--- config.mk ---
export PLATFORM = sky130hd
export DESIGN_NAME = fifo_wr_arbiter
export DESIGN_NICKNAME = d
export VERILOG_FILES = /design/src/rtl/fifo_wr_arbiter.sv
export SDC_FILE = /design/constraint.sdc
export NUM_CORES = 1
export LEC_CHECK = 0
export CAP_MARGIN = 20
export CORE_ASPECT_RATIO = 0.9
export CORE_UTILIZATION = 36
export CTS_CLUSTER_SIZE = 24
export DETAILED_ROUTE_END_ITERATION = 8
export PLACE_DENSITY_LB_ADDON = 0.2
export SLEW_MARGIN = 15
export SYNTH_ARGS = -nofsm -noshare
export SYNTH_HDL_FRONTEND = slang
export SYNTH_SLANG_ARGS = --single-unit
--- constraint.sdc ---
create_clock -name clk -period 3.3 [get_ports clk]
set_input_delay 0.99 -clock clk [delete_from_list [all_inputs] [get_ports clk]]
set_output_delay 0.99 -clock clk [all_outputs]
set_load 0.02 [all_outputs]
--- src/rtl/fifo_wr_arbiter.sv ---
// fifo_wr_arbiter: round-robin write-port arbiter with burst lock for a shared FIFO
module fifo_wr_arbiter #(
    parameter int N_REQ     = 4,
    parameter int DATA_W    = 4,
    parameter int MAX_BURST = 4,
    parameter int ID_W      = $clog2(N_REQ),
    parameter int CNT_W     = $clog2(MAX_BURST + 1)
) (
    input  logic                    clk,
    input  logic                    rstn,
    input  logic [N_REQ-1:0]        i_req_valid,
    input  logic [N_REQ*DATA_W-1:0] i_req_data,
    output logic [N_REQ-1:0]        o_req_ready,
    input  logic                    i_fifo_full,
    output logic                    o_fifo_wren,
    output logic [DATA_W-1:0]       o_fifo_wrdata,
    output logic [ID_W-1:0]         o_fifo_wrid,
    output logic                    o_locked
);
    logic [ID_W-1:0]   rr_ptr_rg, owner_rg, rr_gnt, gnt;
    logic [CNT_W-1:0]  cnt_rg;
    logic              lock_rg, rr_hit, lock_hit, xfer, burst_go;
    logic [ID_W:0]     s;
    logic [CNT_W:0]    n;
    logic [DATA_W-1:0] d [N_REQ];

    for (genvar k = 0; k < N_REQ; k++) begin : g_unpack
        assign d[k] = i_req_data[k*DATA_W +: DATA_W];
    end

    // round-robin search from rr_ptr_rg; scanning downward lets the nearest valid index win
    always_comb begin
        rr_hit = 1'b0;
        rr_gnt = '0;
        s      = '0;
        for (int i = N_REQ - 1; i >= 0; i--) begin
            s = {1'b0, rr_ptr_rg} + (ID_W+1)'(i);
            s = (s >= (ID_W+1)'(N_REQ)) ? s - (ID_W+1)'(N_REQ) : s;
            if (i_req_valid[s[ID_W-1:0]]) begin
                rr_hit = 1'b1;
                rr_gnt = s[ID_W-1:0];
            end
        end
    end

    // the lock keeps the owner granted while it stays valid; otherwise fall back to the search
    always_comb begin
        lock_hit      = lock_rg && i_req_valid[owner_rg];
        gnt           = lock_hit ? owner_rg : rr_gnt;
        xfer          = rstn && (lock_hit || rr_hit) && !i_fifo_full;
        n             = (lock_rg && gnt == owner_rg) ? {1'b0, cnt_rg} + (CNT_W+1)'(1) : (CNT_W+1)'(1);
        burst_go      = n < (CNT_W+1)'(MAX_BURST);
        o_req_ready   = xfer ? N_REQ'(1) << gnt : '0;
        o_fifo_wren   = xfer;
        o_fifo_wrdata = xfer ? d[gnt] : '0;
        o_fifo_wrid   = xfer ? gnt : '0;
        o_locked      = rstn && lock_rg;
    end

    // advance pointer, owner and burst count on a write; drop the lock when the owner leaves
    always_ff @(posedge clk) begin
        if (!rstn) begin
            rr_ptr_rg <= '0;
            owner_rg  <= '0;
            cnt_rg    <= '0;
            lock_rg   <= 1'b0;
        end else if (xfer) begin
            rr_ptr_rg <= (gnt == ID_W'(N_REQ - 1)) ? '0 : gnt + ID_W'(1);
            owner_rg  <= gnt;
            lock_rg   <= burst_go;
            cnt_rg    <= burst_go ? n[CNT_W-1:0] : '0;
        end else if (lock_rg && !i_req_valid[owner_rg]) begin
            lock_rg <= 1'b0;
            cnt_rg  <= '0;
        end
    end
endmodule

==> impl_metrics.ini <==
[min_path]
hold_class = reg -> reg

[setup_path]
critPathMaxStageDelay_ns = 0.27
r2r-start = owner_rg[1]
path_buf_inv = 4
worstPathMaxFanout = 6
startpoint_type = input pin
endpoint_kind = primary output
critPathTopFamily = buffers and inverters
endpoint = o_req_ready[1]
criticalPathCategory = in -> out
cp.depth = 10
cpMaxStageDelayCell = mux2_4
crit_start = i_req_valid[0]
worstPathRequired_ns = 2.31
reg2reg_depth = 9
ff2ff_setup_slack_ns = 1.14
timing.rr.end = rr_ptr_rg[1]
path_cells = buf_6 > mux2_4 > and3b_4 > a31o_4 > mux2i_4 > buf_4 > buf_6 > ha_1 > and2_2 > buf_4
cp.arrival_ns = 2.75

[route]
wire_per_inst_um = 13.8
drt_wl_total_mm = 2.41
route.detailed.drc = 0
avgViaCountPerCell = 5.26
drtAntennaViolNets = 0
drt-initial-drc-count = 23
first_pass_iters = 6
via_count = 920

[floorplanning]
chipWidth_um = 49.7
die_area_um2 = 2230
num_rows = 15
core-area_um2 = 1910
ioPinCount = 35
start_util = 0.384
chipHeight_um = 44.9

[clock_tree]
cts_tree = done
cts_made_buffers = 3
cts_root_buffer = clkbuf_4
cts.clk_slew.worst_paths_ns = 0.05
hold_buffers = 0
clk_latency_ns = 0.26
cts_buffer_depth = 2
cts_sinks = 8
h-tree-depth = 1

[sta]
setup_violations = 10
final_hold_viol_count = 0
rsz0062_at_grt = true
fin_skew_ns = 0.00172
finalCritPeriodShare = 1.13
maxSlewViolCount = 0
worst_slack_ns = -0.436
period_minus_slack_ns = 3.74
max-slew-margin-rel = 0.737
fmax_mhz = 268
tightest_slew_ns = 0.391

[synth]
synth_cell_type_count = 30
synth-seq-cells = 8
synth_edf_count = 0
yosysMostFrequentCell = o21ai_0
seq_area_frac_synth = 0.218
yosysTopAreaCellShare = 0.218
ys_warn_count = 0
ys.flop_type = dfxtp_1
mappedNetlistArea_um2 = 736
synth_async_sr_flop_share = 0
synth_common_cells = o21ai_0 (9), dfxtp_1 (8), mux2i_1 (8), nand2_1 (8)
syn_nets = 116
synth_area_per_cell_um2 = 8.36
syn_inst = 88
synth_area_leaders = dfxtp_1 (22%), mux2i_1 (11%), ha_1 (8.5%)
yosysTopAreaCell = dfxtp_1

[flow_run]
maxCapViolations = 0

[placement]
place.gp.congestion = 0.818
port_buffers = 34
postPlaceCellArea_um2 = 1310
dp_hpwl_mm = 1.71

[final_layout]
nets = 180
syn_to_final_growth_pct = 99.7
fin_area_um2 = 1470
n_fill_cell = 142
diodes = 0
drive_gt1_frac = 0.467

[pwr]
combPwrFrac = 0.576
p_per_area_nw_per_um2 = 304
switching_share = 0.351
pwr-share-seq = 0.249
power_w = 0.000446
irDropWorstVdd_mv = 0.192
switchingPower_w = 0.000157
p_int_w = 0.000290
p_clk_frac = 0.176
total_leakage_power_nw = 0.657

[grt]
overflow = 0
grt_pass1_vias = 857
grt_max_degree = 14
grt_usage = 0.216
grt_pass1_wl_mm = 3.59
antenna_found_initial = 0

[run_status]
failed_checks = negative setup slack
status = finished with violations
==> kinds of logic (layout without fill, tap and decap cells) <==
logic type,Yosys count,after routing,synth area share
multiplexers,12,12,0.185
adder cells (fa/ha/maj),5,5,0.0850
flip-flops,8,8,0.218
buffers and inverters,7,69,0.0357
XOR/XNOR,1,1,0.0119
AO/OA/AOI/OAI,26,26,0.236
AND/OR/NAND/NOR,29,29,0.228
==> per-layer routing <==
layer  track usage  part of all wire
met5             0                 0
met4        0.0857             0.012
met2         0.403              0.52
met1         0.248              0.41
met3        0.0370             0.060
==> registers in the layout, summed over array words and instances, names as in the netlist <==
signal,cells
cnt_rg,3
owner_rg,2
rr_ptr_rg,2
lock_rg,1
==> how the worst min path moves through the flow <==
| stage | start | to | slack [ns] | cells after the start |
|---|---|---|---|---|
| final | cnt_rg[1] | cnt_rg[1] | 0.49 | 2 |
| after global routing | cnt_rg[1] | cnt_rg[1] | 0.52 | 2 |
| after CTS | cnt_rg[1] | cnt_rg[1] | 0.49 | 2 |
| after detailed placement | cnt_rg[1] | cnt_rg[1] | 0.48 | 2 |
| after global placement | cnt_rg[1] | cnt_rg[1] | 0.48 | 2 |
| after floorplan | cnt_rg[1] | cnt_rg[1] | 0.45 | 2 |
==> stage by stage <==
stage	TNS, ns	std cells	hold slack [ns]	utilization	worst slack, ns
after global routing	-3.87	175	0.519	0.767	-0.471
after global placement	-10.66	167	0.481	0.684	-1.07
after floorplan	-1.24	88	0.451	-	-0.203
final	-3.23	175	0.490	0.767	-0.436
after CTS	-2.80	173	0.488	0.737	-0.364
after detailed placement	-11.03	167	0.481	0.684	-1.13
==> worst reg2reg max path: stages, from the launching register on <==
cell     delay, ns
dfxtp_1       0.43
mux2_4        0.34
and3b_4       0.21
a31o_4        0.22
mux2i_4       0.25
buf_4         0.16
inv_2         0.04
ha_1          0.27
nand2_1       0.06
o21ai_0       0.07
==> final cells by class <==
cell class / instances / area (um^2) / area share
tap: 25 / 31.3 / 0.0213
sequential: 8 / 160 / 0.109
inverter: 6 / 27.5 / 0.0187
multi-input combinational: 73 / 684 / 0.466
timing repair buffer: 60 / 543 / 0.370
clock buffer: 3 / 22.5 / 0.0153
==> timing repair <==
item                                    4_1_cts  5_1_grt
gates resized for setup                      84       14
pin swaps                                     7        3
endpoints found under the hold margin         0        0
endpoints found under the setup margin       12       11
buffers inserted                              4        2
==> power by group through the flow <==
stage | Combinational (W) | Sequential (W) | Clock (W)
2_1_floorplan | 0.000101 | 0.000112 | 0
3_3_place_gp | 0.000198 | 0.000112 | 0
3_5_place_dp | 0.000203 | 0.000112 | 0
4_1_cts | 0.000230 | 0.000110 | 0.0000788
5_1_grt | 0.000274 | 0.000112 | 0.0000843
6_report | 0.000257 | 0.000111 | 0.0000783
==> layout by cell type, fill, tap and decap left out, drive strengths merged, types with 5 or more instances in the layout <==
master / netlist / routed
a21oi: 7 / 7
and2: 7 / 7
buf: 0 / 38
clkdlybuf4s50: 0 / 18
dfxtp: 8 / 8
ha: 5 / 5
inv: 6 / 5
mux2i: 9 / 9
nand2: 8 / 8
o21ai: 9 / 9
Power figures use the tool's default switching activity.
